==> src/rtl/mem_arb_pkg.sv <==
// Shared types and constants for the two-port RAM arbiter: FSM states, port ids, default widths.
package mem_arb_pkg;
  localparam int DEF_ADDR_W = 9;
  localparam int DEF_DATA_W = 32;

  localparam logic PORT_IF = 1'b0;
  localparam logic PORT_D  = 1'b1;

  typedef enum logic [1:0] {
    IDLE   = 2'd0,
    ACCESS = 2'd1,
    RESP   = 2'd2
  } state_t;
endpackage

==> src/rtl/rr_arb2.sv <==
// Two-input round-robin picker, purely combinational; a lone requester wins, a tie goes to the port not served last.
module rr_arb2
  import mem_arb_pkg::*;
(
  input  logic [1:0] req,
  input  logic       last_grant,
  output logic       grant
);

  always_comb begin
    grant = ~last_grant;
    case (req)
      2'b01:   grant = PORT_IF;
      2'b10:   grant = PORT_D;
      default: grant = ~last_grant;
    endcase
  end

endmodule

==> src/rtl/mem_arbiter.sv <==
// Shares one combinational-read RAM between fetch and load/store ports; ack 2 cycles after req, held until req drops.
// Optional MEM_ARB_RANGE_CHECK_EN: flag addresses above ADDR_W bits, suppress the RAM strobe and raise err.
module mem_arbiter
  import mem_arb_pkg::*;
#(
  parameter int ADDR_W = DEF_ADDR_W,
  parameter int DATA_W = DEF_DATA_W
) (
  input  logic              clk,
  input  logic              clr,
  input  logic              if_req,
  input  logic [31:0]       if_addr,
  output logic [DATA_W-1:0] if_rdata,
  output logic              if_ack,
  input  logic              d_req,
  input  logic              d_we,
  input  logic [31:0]       d_addr,
  input  logic [DATA_W-1:0] d_wdata,
  output logic [DATA_W-1:0] d_rdata,
  output logic              d_ack,
  output logic [31:0]       mem_addr,
  output logic [DATA_W-1:0] mem_wdata,
  output logic              mem_read,
  output logic              mem_write,
  input  logic [DATA_W-1:0] mem_rdata,
  output logic              err
);

  state_t              state, state_nxt;
  logic                pick, load;
  logic                grant_q, last_grant, we_q, oor_q;
  logic [ADDR_W-1:0]   addr_q;
  logic [DATA_W-1:0]   wdata_q, if_rdata_q, d_rdata_q, cap_dat;
  logic [31:0]         sel_addr;
  logic                sel_oor;

  rr_arb2 u_rr (
    .req        ({d_req, if_req}),
    .last_grant (last_grant),
    .grant      (pick)
  );

  assign sel_addr = (pick == PORT_D) ? d_addr : if_addr;

`ifdef MEM_ARB_RANGE_CHECK_EN
  assign sel_oor = |sel_addr[31:ADDR_W];
`else
  // Upper address bits are dropped so the address wraps onto the RAM.
  logic unused_addr_hi;
  assign unused_addr_hi = |sel_addr[31:ADDR_W];
  assign sel_oor        = 1'b0;
`endif

  always_ff @(posedge clk or posedge clr) begin
    if (clr) state <= IDLE;
    else     state <= state_nxt;
  end

  always_comb begin
    state_nxt = state;
    load      = 1'b0;
    mem_read  = 1'b0;
    mem_write = 1'b0;
    if_ack    = 1'b0;
    d_ack     = 1'b0;
    case (state)
      IDLE: begin
        if (if_req || d_req) begin
          load      = 1'b1;
          state_nxt = ACCESS;
        end
      end
      ACCESS: begin
        if (!oor_q) begin
          mem_write = we_q;
          mem_read  = ~we_q;
        end
        state_nxt = RESP;
      end
      RESP: begin
        if (grant_q == PORT_D) begin
          d_ack = 1'b1;
          if (!d_req) state_nxt = IDLE;
        end else begin
          if_ack = 1'b1;
          if (!if_req) state_nxt = IDLE;
        end
      end
      default: state_nxt = IDLE;
    endcase
  end

  // Stores and flagged accesses return zero rather than whatever the RAM drives.
  assign cap_dat = (we_q || oor_q) ? '0 : mem_rdata;

  always_ff @(posedge clk or posedge clr) begin
    if (clr) begin
      grant_q    <= PORT_IF;
      last_grant <= PORT_D;
      we_q       <= 1'b0;
      oor_q      <= 1'b0;
      addr_q     <= '0;
      wdata_q    <= '0;
      if_rdata_q <= '0;
      d_rdata_q  <= '0;
    end else begin
      if (load) begin
        grant_q    <= pick;
        last_grant <= pick;
        addr_q     <= sel_addr[ADDR_W-1:0];
        oor_q      <= sel_oor;
        we_q       <= (pick == PORT_D) ? d_we : 1'b0;
        if (pick == PORT_D) wdata_q <= d_wdata;
      end
      if (state == ACCESS) begin
        if (grant_q == PORT_D) d_rdata_q  <= cap_dat;
        else                   if_rdata_q <= cap_dat;
      end
    end
  end

  assign mem_addr  = {{(32-ADDR_W){1'b0}}, addr_q};
  assign mem_wdata = wdata_q;
  assign if_rdata  = if_rdata_q;
  assign d_rdata   = d_rdata_q;
  assign err       = (state == RESP) && oor_q;

endmodule

==> config.mk <==
export PLATFORM = sky130hd
export DESIGN_NAME = mem_arbiter
export DESIGN_NICKNAME = d
export VERILOG_FILES = /design/src/rtl/mem_arb_pkg.sv /design/src/rtl/rr_arb2.sv /design/src/rtl/mem_arbiter.sv
export SDC_FILE = /design/constraint.sdc
export NUM_CORES = 1
export LEC_CHECK = 0
export CAP_MARGIN = 10
export CORE_MARGIN = 3
export CORE_UTILIZATION = 34
export DETAILED_ROUTE_END_ITERATION = 6
export PLACE_DENSITY_LB_ADDON = 0.1
export SYNTH_ARGS = -nofsm -noshare
export SYNTH_HDL_FRONTEND = slang
export SYNTH_SLANG_ARGS = --single-unit
==> constraint.sdc <==
create_clock -name clk -period 3.6 [get_ports clk]
set_clock_uncertainty 0.1 [all_clocks]
set_input_delay 0.72 -clock clk [delete_from_list [all_inputs] [get_ports clk]]
set_output_delay 0.72 -clock clk [all_outputs]
set_load 0.01 [all_outputs]
Word level (Yosys, flattened, before mapping)
Cells that the tools add are included.
{ "word_totals": {"mem_count": 0, "input_bits": 133, "output_inout_bits": 133, "ff_bits": 110, "elab_cells": 41, "mem_bits_rw": 0, "latch_bits": 0, "romBits": 0} }
{ "op_classes": {"div_mod_pow": 0, "mul": 0, "add_sub_neg": 0, "n_bitwise": 3, "n_eq_ne": 7, "reduce_logical": 6, "muxes": 17, "magnitude_cmp": 0, "shifts": 0} }
{ "ops": {"columns": ["op", "count"], "rows": [
  ["$mux 32", 1],
  ["$mux 1", 9],
  ["$mux 9", 1],
  ["$mux 2", 4],
  ["$ne 3x3->1 const B", 2],
  ["$pmux 2 s3", 1],
  ["$reduce_and 2->1", 3],
  ["$eq 2x1->1 const B", 2],
  ["$eq 2x2->1 const B", 2],
  ["$not 1->1", 3],
  ["$reduce_and 3->1", 1],
  ["$logic_not 2->1", 1],
  ["$ne 2x2->1 const B", 1],
  ["$pmux 1 s2", 1],
  ["$logic_or 1x1->1", 1]
]} }

Depth between registers and ports, before layout
{ "depth": {"depth_word": 4, "ltp_mapped": 7, "ltp_nobuf": 5} }

Cells and area by module
A second synthesis with hierarchy kept.
{ "hier_totals": {"hier_cells": 392, "hier_area_um2": 4548.1} }
{ "modules_own_cells": {"columns": ["module", "instances", "cells_each", "area_each_um2", "seq_area_each_um2"], "rows": [
  ["mem_arbiter", 1, 388, 4518.1, 2753.9],
  ["rr_arb2", 1, 4, 30.0, 0.0]
]} }

Least setup slack after synthesis
No wires, ideal clock.
{ "synth_timing": {"path_type": "input to register", "startpoint": "in if_req", "endpoint": "reg wdata_q[10], in the netlist mem_wdata[10]", "slack_ns": 1.388, "path_stages": 7, "path_buffers": 2, "arrival_time_ns": 1.987, "setup_ns": 0.125, "path_cell_list": "inv_1 > ha_1 > nand2b_1 > buf_2 > nand3_4 > buf_6 > mux2_4"} }
{ "synth_via": {"elab_chain_cells": 4, "word_cells_on_any_way": 7, "cone_classes": "eq/ne (2); mux (3); reduce/logical (2)"} }
{ "synth_lines": {"columns": ["item", "line", "rtl"], "rows": [
  ["start: declaration", "mem_arbiter.sv:11", "input logic if_req,"],
  ["parallel branches: the longest is 3 deep, another holds $eq 2x2->1", null, null],
  ["$reduce_and 2->1 (no source line) *", null, null],
  ["end signal: assignment", "mem_arbiter.sv:113", "if (pick == PORT_D) wdata_q <= d_wdata;"],
  ["end: declaration", "mem_arbiter.sv:33", "logic [DATA_W-1:0] wdata_q, if_rdata_q, d_rdata_q, cap_dat;"]
]} }
Every way passes the cells marked *.
A chain may end at the register's enable or synchronous reset.

Worst setup path after layout
{ "layout_timing": {"startpoint": "reg state[0]", "endpoint": "out d_ack"} }
{ "layout_via": {"elab_chain_cells": 2} }
{ "layout_lines": {"columns": ["item", "line", "rtl"], "rows": [
  ["start: declaration", "mem_arbiter.sv:29", "state_t state, state_nxt;"],
  ["start signal: assignment", "mem_arbiter.sv:56", "else state <= state_nxt;"],
  ["$eq 2x2->1", "mem_arbiter.sv:66", "case (state)"],
  ["$mux 1", "mem_arbiter.sv:66", null],
  ["end: declaration", "mem_arbiter.sv:20", "output logic d_ack,"]
]} }
Every way passes these cells.

==> reports/metrics.cfg <==
[run]
drv_cap=0

[logic_synthesis]
synth_xor_area_share_pct=0
ys_types=28
synth_compound_area_share_pct=9.76
ys_ff_latch=110
synth_top_family_by_area=simple AND/OR/NAND/NOR gates
synthAdderAreaFrac_pct=0.551
synthMuxAreaShare_pct=9.81
yosys.area_share.simple_pct=11.9
syn_area_per_cell_um2=11.0
netlist_instances=414
yosysWarnings=0
synthesis.area_um2=4540
ys_seq_area_share_pct=60.7

[worst_setup_path]
cp-start-kind=flop
reg2reg_to=d_rdata[21]$_DFFE_PP0P_
cp_max_fo=5
end_kind=primary output
crit_type=reg -> out
rrSetupSlack_ps=1540
crit-reg2reg-launch=state[1]$_DFFE_PP0P_
required_ps=2780
reg2regPathDepth=4
crit_path_start=state[0]$_DFFE_PP0P_
crit_arrival_ps=1680

[min_path]
min_to=if_rdata[16]$_DFFE_PP0P_
whs_path_depth=2
hp-start=if_rdata[16]$_DFFE_PP0P_
hold_path.class=reg -> reg

[sta]
relSlewSlack_pct=33.9
hold_violations=0
fin_crit_sh_pct=69.3
max_freq_ghz=0.401
finalMaxSlewViolations=0
worstMarginPinSlew_ps=989
period_minus_slack_ps=2500
finalSetupViolCount=0
setup_ws_ps=1100
setup_tns_ps=0
rsz0062_at_grt=no

[placement]
portBuffers=195
pre_cts_ws_ps=735
dp_hpwl_um=8440
place_inst=768
place.gp.congestion=0.779

[final_layout]
final_cells=783
area_growth_pct=51.7
antenna_cells=0
fin_nets=742
nFillCells=1186
final_layout_size_suffix_gt1_share_pct=9.17

[clocking]
cts.path.max_buffers=2
cts_hold_buf=0
clk_pin_slew_worst_paths_ps=70
cts-resized-gates=0
post-cts-setup-buffers=0
clkSinkCount=110
root_buffer=clkbuf_16
ctsHtreeMaxLevel=3
tritoncts=built
clock_latency_ps=340
cts_buffers=9

[floorplan]
die-area_um2=14800
fp.dieW_um=122
num_io_pins=266
coreArea_um2=12800
start_util_pct=35.4
num_rows=41
chipHeight_um=122

[routing]
drt_iter0_markers=195
totalWireLength_um=11500
ant_nets=0
wire_per_inst_um=14.7
via_per_inst=4.45
route.detailed.drc=0
num_vias=3484
drt_first_pass_iters=4

[pwr]
vdd_ir_drop_max_mv=0.329
power_density_nw_per_um2=857
leakage_nw=3.09

[global_route]
gr-total-overflow=0
first_global_vias=3600
antenna_found_initial=0
grt_max_degree=64
grt_pass1_wl_um=18700
grt_usage_pct=16.0

[run_status]
run_status=complete, no violations

stage by stage:
step                hold slack [ps]  total power (W)  util (%)  area [um2]
floorplan                       368          0.00348         -        4630
global placement                362          0.00497      51.5        6600
detailed placement              369          0.00503      51.5        6600
CTS                             387          0.00600      53.7        6890
global route                    398          0.00633      53.7        6890
finish                          378          0.00591      53.7        6890
cell families (layout without fill, tap and decap cells):
family	count (synthesis)	in the layout
AO/OA/AOI/OAI	86	86
adder cells (fa/ha/maj)	2	2
buffers and inverters	54	228
flip-flops	110	110
multiplexers	33	33
other	1	24
AND/OR/NAND/NOR	128	128
critical path, stage by stage (launching register included):
cell and delay [ps]:
dfrtp_1 440, nand2b_1 200, nor2_1 120, clkdlybuf4s50_1 570
cell usage after synthesis, drive strengths merged:
library cell / instances / area share (%)
dfrtp: 109 / 60
nand2: 96 / 7.9
o21ai: 76 / 8.4
buf: 35 / 5.6
mux2: 32 / 9.6
nor2: 13 / 1.1
clkbuf: 12 / 1.0
nand3: 10 / 1.4
a31oi: 9 / 1.2
inv: 6 / 0.50
nand2b: 4 / 0.55
ha: 2 / 0.55
nor2b: 2 / 0.28
clkinv: 1 / 0.083
conb: 1 / 0.083
dfstp: 1 / 0.58
mux2i: 1 / 0.22
nand3b: 1 / 0.17
nor3: 1 / 0.36
o22ai: 1 / 0.14
or3b: 1 / 0.19
how the worst max path moves through the flow:
stage,end,cells past startpoint
global route,mem_write,3
CTS,d_ack,3
finish,d_ack,3
floorplan,mem_wdata[10]$_DFFE_PP0P_,7
detailed placement,mem_wdata[14]$_DFFE_PP0P_,7
global placement,mem_wdata[4]$_DFFE_PP0P_,7
sequential cells by signal, indices dropped and copies added (netlist names):
name,flops
if_rdata,32
grant_q,1
mem_wdata,32
last_grant,1
d_rdata,32
addr_q,9
state,2
we_q,1
layer usage:
layer,share of wire [%],track usage (%),vias up
met5,0,0,-
met4,0.89,3.92,0
met3,8.7,6.31,6
met2,51,27.4,122
met1,40,19.0,1645
li1,-,-,1711
where the power goes:
group,switching (W),total [W],internal [W]
registers,0.000323,0.00216,0.00184
logic,0.00123,0.00280,0.00157
clock network,0.000442,0.000948,0.000506
area by class of cell:
type | instances | area, um2 | share of cell area, %
Inverter | 7 | 30.0 | 0.436
Sequential cell | 110 | 2750 | 40.0
Timing Repair Buffer | 206 | 2060 | 29.9
Clock inverter | 4 | 31.3 | 0.454
Clock buffer | 11 | 253 | 3.67
Multi-Input combinational cell | 273 | 1550 | 22.4
Tap cell | 172 | 215 | 3.12
placed cells by master, fill, tap and decap left out, drive strengths merged:
| cell | n |
|---|---|
| dfstp | 1 |
| nand3b | 1 |
| clkdlybuf4s50 | 195 |
| buf | 11 |
| clkinv | 1 |
| a31oi | 9 |
| clkinvlp | 4 |
| mux2i | 1 |
| nor3 | 1 |
| clkbuf | 11 |
| inv | 6 |
| or3b | 1 |
| o21ai | 76 |
| nand2b | 4 |
| nand3 | 10 |
| nand2 | 96 |
| nor2b | 2 |
| mux2 | 32 |
| dfrtp | 109 |
| conb | 24 |
| nor2 | 13 |
| o22ai | 1 |
| ha | 2 |
Power figures use the tool's default switching activity.
